$ cat config.mk
export PLATFORM = sky130hd
export DESIGN_NAME = tlm_xmit_sched
export DESIGN_NICKNAME = d
export VERILOG_FILES = /design/src/rtl/tlm_xmit_sched.sv
export SDC_FILE = /design/constraint.sdc
export NUM_CORES = 1
export LEC_CHECK = 0
export BUFFER_PORTS_ARGS = -buffer_cell sky130_fd_sc_hd__clkbuf_2
export CAP_MARGIN = 30
export CORE_ASPECT_RATIO = 1.75
export CORE_MARGIN = 1
export CORE_UTILIZATION = 40
export DETAILED_ROUTE_END_ITERATION = 10
export PLACE_DENSITY_LB_ADDON = 0.25
export REMOVE_ABC_BUFFERS = 1
export SYNTH_ARGS = -nofsm -noshare
export SYNTH_HDL_FRONTEND = slang
export SYNTH_SLANG_ARGS = --single-unit
$ cat constraint.sdc
create_clock -name clk_i -period 6.2 [get_ports clk_i]
set_clock_uncertainty 0.15 [all_clocks]
set_input_delay 0.31 -clock clk_i [delete_from_list [all_inputs] [get_ports clk_i]]
set_output_delay 0.31 -clock clk_i [all_outputs]
set_load 0.1 [all_outputs]
$ cat src/rtl/tlm_xmit_sched.sv
// Batch scheduler: loads NUM operand pairs into a register buffer, then streams
// them one pair per accepted beat, repeating for NUM_BATCH batches per run.
module tlm_xmit_sched #(
    parameter int NUM        = 50,
    parameter int ITEM_WIDTH = 8,
    parameter int NUM_BATCH  = 3
) (
    input  logic                           clk_i,
    input  logic                           reset_i,
    input  logic                           start_i,
    input  logic                           abort_i,
    output logic                           batch_req_o,
    input  logic                           load_valid_i,
    input  logic [ITEM_WIDTH-1:0]          load_a_i,
    input  logic [ITEM_WIDTH-1:0]          load_b_i,
    output logic                           valid_o,
    input  logic                           ready_i,
    output logic [ITEM_WIDTH-1:0]          a_o,
    output logic [ITEM_WIDTH-1:0]          b_o,
    output logic                           busy_o,
    output logic                           done_o,
    output logic [$clog2(NUM_BATCH+1)-1:0] batch_cnt_o,
    output logic [$clog2(NUM+1)-1:0]       item_cnt_o,
    output logic [1:0]                     state_o
);

    localparam int IW = $clog2(NUM + 1);
    localparam int BW = $clog2(NUM_BATCH + 1);
    localparam int AW = (NUM > 1) ? $clog2(NUM) : 1;

    // Handshake: a pair transfers on every cycle where valid_o && ready_i;
    // once valid_o rises, a_o/b_o/valid_o stay stable until that beat.
    typedef enum logic [1:0] {
        IDLE = 2'd0,
        REQ  = 2'd1,
        XMIT = 2'd2,
        DONE = 2'd3
    } state_t;

    state_t          state, state_nxt;
    logic [IW-1:0]   item_cnt, item_nxt;
    logic [BW-1:0]   batch_cnt, batch_nxt;
    logic [AW-1:0]   idx;
    logic            load_en;
    logic            beat;
    logic            last_item;

    logic [ITEM_WIDTH-1:0] mem_a [NUM];
    logic [ITEM_WIDTH-1:0] mem_b [NUM];

    assign idx       = item_cnt[AW-1:0];
    assign last_item = (item_cnt == IW'(NUM - 1));
    assign load_en   = (state == REQ) && load_valid_i && !abort_i;
    assign beat      = (state == XMIT) && ready_i;

    always_ff @(posedge clk_i or negedge reset_i) begin
        if (!reset_i) begin
            state     <= IDLE;
            item_cnt  <= '0;
            batch_cnt <= '0;
        end else begin
            state     <= state_nxt;
            item_cnt  <= item_nxt;
            batch_cnt <= batch_nxt;
        end
    end

    // Buffer contents are don't-care after reset, so no reset term here.
    always_ff @(posedge clk_i) begin
        if (load_en) begin
            mem_a[idx] <= load_a_i;
            mem_b[idx] <= load_b_i;
        end
    end

    always_comb begin
        state_nxt = state;
        item_nxt  = item_cnt;
        batch_nxt = batch_cnt;
        if (abort_i) begin
            state_nxt = IDLE;
            item_nxt  = '0;
            batch_nxt = '0;
        end else begin
            case (state)
                IDLE: begin
                    if (start_i) begin
                        state_nxt = REQ;
                        item_nxt  = '0;
                        batch_nxt = '0;
                    end
                end
                REQ: begin
                    if (load_valid_i) begin
                        if (last_item) begin
                            item_nxt  = '0;
                            state_nxt = XMIT;
                        end else begin
                            item_nxt = item_cnt + 1'b1;
                        end
                    end
                end
                XMIT: begin
                    if (beat) begin
                        if (last_item) begin
                            item_nxt  = '0;
                            batch_nxt = batch_cnt + 1'b1;
                            state_nxt = (batch_cnt + 1'b1 == BW'(NUM_BATCH)) ? DONE : REQ;
                        end else begin
                            item_nxt = item_cnt + 1'b1;
                        end
                    end
                end
                DONE:    state_nxt = IDLE;
                default: state_nxt = IDLE;
            endcase
        end
    end

    // Operands read as zero whenever no pair is offered, matching bfm reset values.
    assign valid_o     = (state == XMIT);
    assign a_o         = valid_o ? mem_a[idx] : '0;
    assign b_o         = valid_o ? mem_b[idx] : '0;
    assign batch_req_o = (state == REQ);
    assign busy_o      = (state != IDLE);
    assign done_o      = (state == DONE);
    assign batch_cnt_o = batch_cnt;
    assign item_cnt_o  = item_cnt;
    assign state_o     = state;

endmodule

# ---- Yosys cells after proc, flatten, opt, wreduce, memory -nomap -nowiden
# Memory sizes are Yosys's and may differ from the RTL's.
# Cells that the tools add are included.
# W data, S select, Z words.
dict set report totals {
  register_bits 10
  ram_bits 800
  latch_bits 0
  memories 2
  word_cells 51
  rom_bits 0
}
dict set report op_classes {
  magnitude_cmp 0
  mul 0
  div 0
  reduce_logical 11
  n_addsub 2
  shifts 0
  mux 23
  bitwise_logic 0
  eq_ne 10
}
# name depth width read_ports rd_ports_with_merged_regs wr line_no
set memory_table {}
lappend memory_table {mem_a 50 8 1 0 1 48} ;# logic [ITEM_WIDTH-1:0] mem_a [NUM];
lappend memory_table {mem_b 50 8 1 0 1 49} ;# logic [ITEM_WIDTH-1:0] mem_b [NUM];
# op count
set ops {}
lappend ops {{$mux W6} 5}
lappend ops {{$mux W2} 11}
lappend ops {{$pmux W6 S3} 1}
lappend ops {{$mux W8} 2}
lappend ops {{$ne A3 B2 Y1 const B} 4}
lappend ops {{$pmux W2 S4} 1}
lappend ops {{$reduce_and A4 Y1} 2}
lappend ops {{$add A6 B1 Y6 const B} 1}
lappend ops {{$eq A2 B2 Y1 const B} 3}
lappend ops {{$eq A6 B6 Y1 const B} 1}
lappend ops {{$reduce_and A5 Y1} 1}
lappend ops {{$pmux W2 S2} 1}
lappend ops {{$reduce_bool A4 Y1} 1}
lappend ops {{$logic_and A1 B1 Y1} 3}
lappend ops {{$ne A3 B3 Y1 const B} 1}
lappend ops {{$reduce_bool A3 Y1} 1}
lappend ops {{$add A2 B1 Y2 const B} 1}
lappend ops {{$eq A2 B1 Y1 const B} 1}
lappend ops {{$logic_not A2 Y1} 1}
lappend ops {{$mux W1} 2}
lappend ops {{$reduce_bool A2 Y1} 1}
lappend ops {{$logic_not A1 Y1} 1}

# ---- Longest topological paths before layout
# Gate-level depths: netlist of the first run.
dict set report logic_depth {
  ltp_word 7
  depth_mapped 11
  depth_no_buf 7
}

# ---- Worst setup path before layout of the first run
# Ideal clock, no wire load.
dict set report synth_path {
  path_type {reg-to-output}
  start {register item_cnt[1] (netlist: item_cnt_o[1])}
  end {output port a_o[3]}
  arrival_time_ns 4.188
  required_ns 5.740
  path_stages_with_launch 10
  path_slack_ns 1.552
  path_buffers 6
  cell_sequence {dfrtp_1 -> buf_2 -> buf_2 -> buf_2 -> buf_2 -> buf_2 -> buf_2 -> nand2_1 -> a21o_1 -> a31oi_1}
}
dict set report synth_via {
  elab_chain_len 2
}
# item line_no
set synth_rtl {}
lappend synth_rtl {{start: declaration} 41} ;# logic [IW-1:0] item_cnt, item_nxt;
lappend synth_rtl {{start signal: assignment} 63} ;# item_cnt <= item_nxt;
lappend synth_rtl {{$mem_v2 Z50 W8} -}
lappend synth_rtl {{$mux W8} 122} ;# assign a_o = valid_o ? mem_a[idx] : '0;
lappend synth_rtl {{end: declaration} 18} ;# output logic [ITEM_WIDTH-1:0] a_o,
# No other way between the ends.

# ---- Worst setup path in the final report of the first run
dict set report layout_path {
  start {register item_cnt[1] (netlist: item_cnt_o[1])}
  end {output port b_o[0]}
}
dict set report layout_via {
  elab_chain_len 2
}
# item line_no
set layout_rtl {}
lappend layout_rtl {{$mem_v2 Z50 W8} -}
lappend layout_rtl {{$mux W8} 123} ;# assign b_o = valid_o ? mem_b[idx] : '0;
lappend layout_rtl {{end: declaration} 19} ;# output logic [ITEM_WIDTH-1:0] b_o,
# No other way between the ends.

==> flow_summary.json, run 1 <==
{
  "register_clock_pin_slew_on_the_reported_worst_setup_and_hold_paths_ns": 0.07,
  "fin_total_pwr_w": 0.01344,
  "dieHeight_um": 373.7,
  "global_route.overflow_total": 0,
  "synth_flop_cell": "edfxtp_1",
  "cts-root-to-sink-buffers": 3,
  "drive_gt1_share_pct": 21.35,
  "gp_congestion": 0.9167,
  "slowest_stage": "nor2b_4",
  "leakage_power_nw": 11.32,
  "totalWireLength_um": 94210,
  "globalRouteTotalUtil_pct": 23.58,
  "route.detailed.drc": 0,
  "critical_path_cell_by_cell": "buf_4, nor2b_4, buf_4, a221oi_1, o21bai_1, a221oi_1, a41oi_1, clkbuf_2",
  "synth_edf_count": 800,
  "hpwlAfterDp_um": 57990,
  "yosys_warnings": 0,
  "period_minus_slack_ns": 5.311,
  "layout_worst_path_cycle_share_pct": 85.66,
  "fin_setup_tns_ns": 0,
  "final-hold-violation-count": 0,
  "worst-r2r-setup-slack_ns": 2.33,
  "worst-endpoint-arrival_ns": 4.85,
  "tritoncts_num_sinks": 810,
  "path_max_fanout": 28,
  "ys_seq_area_share_pct": 76.86,
  "maxSlewViolCount": 0,
  "final_core_utilization_pct": 46.10,
  "die_width_um": 214.4,
  "rsz_0062_raised_after_global_routing": "no",
  "grt_antenna_before_repair": 2,
  "post_synth_inst_count": 1753,
  "critical-path-max-stage-delay_ns": 0.80,
  "final.fill_count": 6757,
  "cells_resized_by_post_cts_repair": 0,
  "post_dp_cell_area_mm2": 0.03367,
  "post-cts-setup-buffers": 0,
  "least_margin_pin_slew_ns": 1.035,
  "routedWlPerCell_um": 31.91,
  "number_of_global_route_vias_before_repair": 17860,
  "timing.critical_path.max_delay_family": "buffers and inverters",
  "layout-area-overhead-vs-synth_pct": 14.25,
  "fin_area_mm2": 0.03608,
  "cts_made_buffers": 72,
  "cts_tree": "done",
  "effective_utilization_at_floorplan_pct": 40.35,
  "required_ns": 5.74,
  "finalWorstSetupSlack_ns": 0.8893,
  "endpoint_kind": "output port",
  "post_dr_vias_cell": 6.073,
  "power.density_cell_area_mw_per_mm2": 372.5,
  "core_mm2": 0.07828,
  "max_cap_check_violation_count": 0,
  "syn-cell-area_mm2": 0.03158,
  "drt-initial-drc-count": 2106,
  "result_of_the_run": "completed",
  "route.vias.total": 17928,
  "h-tree-depth": 3,
  "timing.hold.worst.class": "in2reg",
  "ys_types": 56,
  "port_buffers": 51,
  "setup_violations": 0,
  "postSynthAreaPerCell_um2": 18.02,
  "dieArea_mm2": 0.08013,
  "i_o_pins": 52,
  "number_of_optimization_iterations_in_the_first_detailed_route_pass": 8,
  "irDropWorstVdd_mv": 0.2917,
  "grt_first_pass_wirelength_um": 133700,
  "ctsRootBufferMaster": "clkbuf_16",
  "ys_ff_latch": 810,
  "pin_count_of_the_biggest_net_entering_global_routing": 74,
  "worst-path-buf-inv": 3,
  "slew-limit-headroom_pct": 30.98,
  "share_of_flip_flops_with_an_asynchronous_set_or_reset_pct": 1.235,
  "final_net_count": 1888,
  "ant_nets": 0,
  "clkLatencyLatePin_ns": 0.65,
  "critical_path.startpoint_type": "register",
  "path_class": "reg2out",
  "timing.fmax_mhz": 188.3,
  "placement_setup_slack_ns": 1.736,
  "rows": 136
}
[cell usage in the layout (no fill, tap or decap), drive strengths merged, types with 8 or more instances in the layout]
cell type and count:
edfxtp 800, clkbuf 139, a221oi 134, buf 104
nor2 90, nand2 68, mux2i 64, mux4 59
mux2 47, a21oi 41, o21ai 37, a22oi 36
clkinv 29, o22ai 28, nand3 17, nand3b 15
a41oi 14, inv 13, a22o 11, nor3 11
a221o 10, dfrtp 10, o2bb2ai 8, or3b 8
[flip-flops by register name, summed over array words and instances, names as in the netlist]
name         count
item_cnt_o       6
mem_a          400
state_o          2
mem_b          400
batch_cnt_o      2
[power breakdown]
part           switching, W  internal [W]
sequential         0.000102       0.00604
combinational       0.00187      0.000854
clock               0.00200       0.00256
[routing by layer]
layer  vias up  wire length (um)  track usage [%]
li1       7455                 -                -
met1      9364             33620            28.63
met2       907             48020            40.24
met3       202              7197            3.460
met4         0              5377            13.21
met5         -                 0                0
[cell type report]
| cell class | count | area (um2) | share of cell area (%) |
|---|---|---|---|
| Antenna cell | 1 | 2.502 | 0.006935 |
| Clock buffer | 88 | 1968 | 5.455 |
| Clock inverter | 43 | 405.4 | 1.124 |
| Inverter | 10 | 38.79 | 0.1075 |
| Multi-Input combinational cell | 806 | 6785 | 18.81 |
| Sequential cell | 810 | 24280 | 67.30 |
| Tap cell | 1035 | 1295 | 3.589 |
| Timing Repair Buffer | 159 | 1303 | 3.610 |
[final timing paths]
kind | from | end | cells after the start
min | load_b_i[4] | mem_b[4][4] | 1
max reg2reg | item_cnt_o[2] | mem_a[49][1] | 6
max in group asynchronous | reset_i | item_cnt_o[1] | 3
min in group asynchronous | reset_i | item_cnt_o[5] | 3
max | item_cnt_o[1] | b_o[0] | 8
min reg2reg | batch_cnt_o[1] | batch_cnt_o[1] | 1
[worst register-to-register path: stages, from the launching register on]
cell and delay, ns:
dfrtp_4 0.73, buf_12 0.32, nor2_1 0.57, buf_4 0.30, nand3_1 0.48, nor3_2 0.65
buf_4 0.35
[cells in the mapped netlist (all sizes together) (5+ instances only)]
library cell	n	share of area (%)
a21oi	41	0.65
a32oi	5	0.14
or3b	8	0.22
a31oi	5	0.099
o22ai	28	0.55
nand3	17	0.27
nor2b	7	0.14
dfrtp	10	0.79
mux4	59	4.2
a22o	11	0.31
o41a	6	0.21
o221ai	6	0.17
o2bb2ai	8	0.22
o22a	6	0.17
mux2	47	1.7
o21ai	37	0.59
nand2	68	0.81
or2	5	0.099
a221oi	134	3.7
mux2i	64	2.0
a22oi	36	0.86
clkbuf	56	0.67
nand3b	15	0.36
buf	71	1.2
edfxtp	800	76
nor2	90	1.1
and3b	7	0.19
nand2b	7	0.14
nor3b	5	0.12
a221o	10	0.32
nor3	11	0.19
ha	7	0.28
a41oi	14	0.39
inv	10	0.12
[metrics by stage]
step / hold slack [ns] / std cells
floorplan: -0.1356 / 1626
CTS: 0.02364 / 2951
detailed placement: 0.07255 / 2816
global placement: 0.07080 / 2801
global route: 0.06580 / 2951
finish: 0.05257 / 2952
[cell families (layout without fill, tap and decap cells)]
family | Yosys count | in the layout | synth area share (%)
AOI/OAI and AO/OA | 377 | 377 | 9.148
adders and majority gates | 7 | 7 | 0.2773
buffers and inverters | 137 | 300 | 1.957
DFF | 810 | 810 | 76.86
muxes | 170 | 170 | 7.912
other | 0 | 1 | 0
and+or+nand+nor | 252 | 252 | 3.847
[what timing repair did]
item	in CTS	in global routing
endpoints found under the setup margin	0	0
hold buffers	4	0
endpoints found under the hold margin	30	0
Power figures use the tool's default switching activity.
==> inputs of run 2 (changes only) <==
--- a/config.mk
+++ b/config.mk
@@ -11,7 +11,7 @@
 export CORE_MARGIN = 1
 export CORE_UTILIZATION = 40
 export DETAILED_ROUTE_END_ITERATION = 10
-export PLACE_DENSITY_LB_ADDON = 0.25
+export PLACE_DENSITY_LB_ADDON = 0.1
 export REMOVE_ABC_BUFFERS = 1
 export SYNTH_ARGS = -nofsm -noshare
 export SYNTH_HDL_FRONTEND = slang
==> constraint.sdc (replaced) <==
create_clock -name clk_i -period 4.7 [get_ports clk_i]
set_clock_uncertainty 0.15 [all_clocks]
set_input_delay 0.235 -clock clk_i [delete_from_list [all_inputs] [get_ports clk_i]]
set_output_delay 0.235 -clock clk_i [all_outputs]
set_load 0.1 [all_outputs]
==> run 2 against run 1 <==
Against the previous run: first-iteration DRC count decreased by 14%; via count increased by 1.9%; setup slack got worse by 0.86 ns; final cell count increased by 2.4%; count of clock-buffer cells in the layout increased by 10; cell area increased by 1.9%.
==> flow_summary.json, run 2 (same netlist as run 1, synthesis figures left out) <==
{
  "dieArea_mm2": 0.08013,
  "critical_path.startpoint_type": "register",
  "route.vias.total": 18260,
  "fin_total_pwr_w": 0.01812,
  "wl_met2_um": 53490,
  "path_max_fanout": 25,
  "layout-area-overhead-vs-synth_pct": 16.42,
  "top_layer_used": "met4",
  "whs_path_depth": 2,
  "cts_made_buffers": 74,
  "i_o_pins": 52,
  "power.switching_w": 0.005431,
  "die_width_um": 214.4,
  "number_of_global_route_vias_before_repair": 18404,
  "drt-initial-drc-count": 1809,
  "layout_worst_path_cycle_share_pct": 99.27,
  "register_area_mm2": 0.02428,
  "slew-limit-headroom_pct": 31.36,
  "final.fill_count": 6714,
  "number_of_optimization_iterations_in_the_first_detailed_route_pass": 5,
  "tritoncts_num_sinks": 810,
  "detailroute.wirelength.met3_um": 5787,
  "worst-endpoint-arrival_ns": 4.28,
  "timing.fmax_mhz": 214.3,
  "rows": 136,
  "drive_gt1_share_pct": 24.61,
  "seq_power_share_pct": 44.6,
  "routedWlPerCell_um": 33.95,
  "post-cts-setup-buffers": 0,
  "timing.hold.worst.class": "in2reg",
  "clkLatencyLatePin_ns": 0.65,
  "gp_congestion": 0.8684,
  "worst_hold_path.endpoint": "mem_b[29][2]",
  "cts-root-to-sink-buffers": 3,
  "wirelength_met1_um": 39040,
  "final_net_count": 1963,
  "pin_count_of_the_biggest_net_entering_global_routing": 55,
  "cell_internal_pwr_w": 0.01269,
  "irDropWorstVdd_mv": 0.4102,
  "worstRegToRegCells": 6,
  "maxSlewViolCount": 0,
  "effective_utilization_at_floorplan_pct": 40.35,
  "relative_contribution_of_the_clock_network_to_total_power_pct": 33.4,
  "endpoint_kind": "output port",
  "multi_input_comb_area_mm2": 0.006823,
  "global_route.overflow_total": 0,
  "grt_first_pass_wirelength_um": 144200,
  "ctsRootBufferMaster": "clkbuf_16",
  "result_of_the_run": "completed",
  "leakage_power_nw": 11.68,
  "least_margin_pin_slew_ns": 1.017,
  "dieHeight_um": 373.7,
  "route.detailed.drc": 0,
  "core_mm2": 0.07828,
  "required_ns": 4.32,
  "commonest_cells_after_routing_fill_and_taps_aside": "800 x edfxtp_1, 159 x buf_4, 134 x a221oi_1, 78 x clkbuf_16, 68 x nand2_1",
  "finish.cell_count_without_fillers": 3022,
  "final-hold-violation-count": 0,
  "path_class": "reg2out",
  "antenna_cells": 0,
  "port_buffers": 51,
  "r2r-start": "item_cnt_o[2]",
  "cts_tree": "done",
  "ant_nets": 0,
  "final_core_utilization_pct": 46.97,
  "rsz_0062_raised_after_global_routing": "no",
  "globalRouteTotalUtil_pct": 25.78,
  "max_cap_check_violation_count": 0,
  "dp.cells": 2887,
  "worst-r2r-setup-slack_ns": 1.29,
  "worst_r2r_endpoint": "mem_b[34][4]",
  "grt_antenna_before_repair": 3,
  "period_minus_slack_ns": 4.666,
  "commonest_non_fill_non_tap_cell_in_the_layout": "edfxtp_1",
  "p_sw_share_pct": 29.98,
  "power.density_cell_area_mw_per_mm2": 492.7,
  "setup_violations": 0,
  "power.combinational.fraction_pct": 22.0,
  "register_clock_pin_slew_on_the_reported_worst_setup_and_hold_paths_ns": 0.07,
  "h-tree-depth": 3,
  "hpwlAfterDp_um": 65060,
  "post_dr_vias_cell": 6.042,
  "startpoint_of_the_worst_hold_path": "load_b_i[2]",
  "totalWireLength_um": 102600
}
==> run 2: metal layers <==
layer	up-vias	track usage (%)
met5	-	0
met1	9762	31.41
li1	7601	-
met3	167	3.533
met4	0	10.97
met2	730	45.61
==> run 2: worst max-delay path by stage <==
stage,startpoint,end,slack (ns),depth (start not counted)
6_report,item_cnt_o[0],b_o[3],0.03,7
5_1_grt,item_cnt_o[0],b_o[6],0.04,8
4_1_cts,item_cnt_o[0],b_o[6],0.07,8
3_5_place_dp,item_cnt_o[0],b_o[6],0.60,7
3_3_place_gp,item_cnt_o[0],b_o[6],0.57,7
2_1_floorplan,item_cnt_o[0],a_o[2],-5.05,5
==> run 2: critical path, stage by stage, from the launching register on <==
cell,delay [ns]
dfrtp_4,0.77
nor2b_4,0.81
buf_4,0.36
a221oi_1,0.11
o22ai_1,0.39
a221oi_1,0.18
a41oi_1,0.38
clkbuf_2,0.54
==> run 2: per-stage QoR <==
step	setup slack (ns)	cell area (um2)	hold slack, ns	TNS (ns)
after floorplan	-5.055	31000	-0.2106	-1807.51
after global placement	0.5659	34250	-0.01819	0
after detailed placement	0.5990	34350	-0.008372	0
after CTS	0.06501	36770	0.01027	0
after global routing	0.03574	36770	0.05057	0
final	0.03431	36770	0.05983	0
==> run 2: what timing repair did <==
action                                  4_1_cts  5_1_grt
hold buffers                                  6        0
endpoints found under the setup margin        1        0
hold endpoints to repair                     51        0
resized for setup                             1        0
==> run 2: final cells by class <==
| type | count | share of cell area [%] |
|---|---|---|
| sequential | 810 | 66.05 |
| multi-input combinational | 806 | 18.56 |
| clock buffer | 98 | 5.540 |
| timing repair buffer | 232 | 5.384 |
| tap | 1035 | 3.522 |
| clock inverter | 31 | 0.8439 |
| inverter | 10 | 0.1055 |
==> run 2: power groups by stage <==
stage	combinational [W]	sequential (W)	clock, W
2_1_floorplan	0.00207	0.00852	0
5_1_grt	0.00414	0.00809	0.00638
3_3_place_gp	0.00395	0.00824	0
4_1_cts	0.00400	0.00809	0.00614
6_report	0.00398	0.00809	0.00605
3_5_place_dp	0.00398	0.00824	0
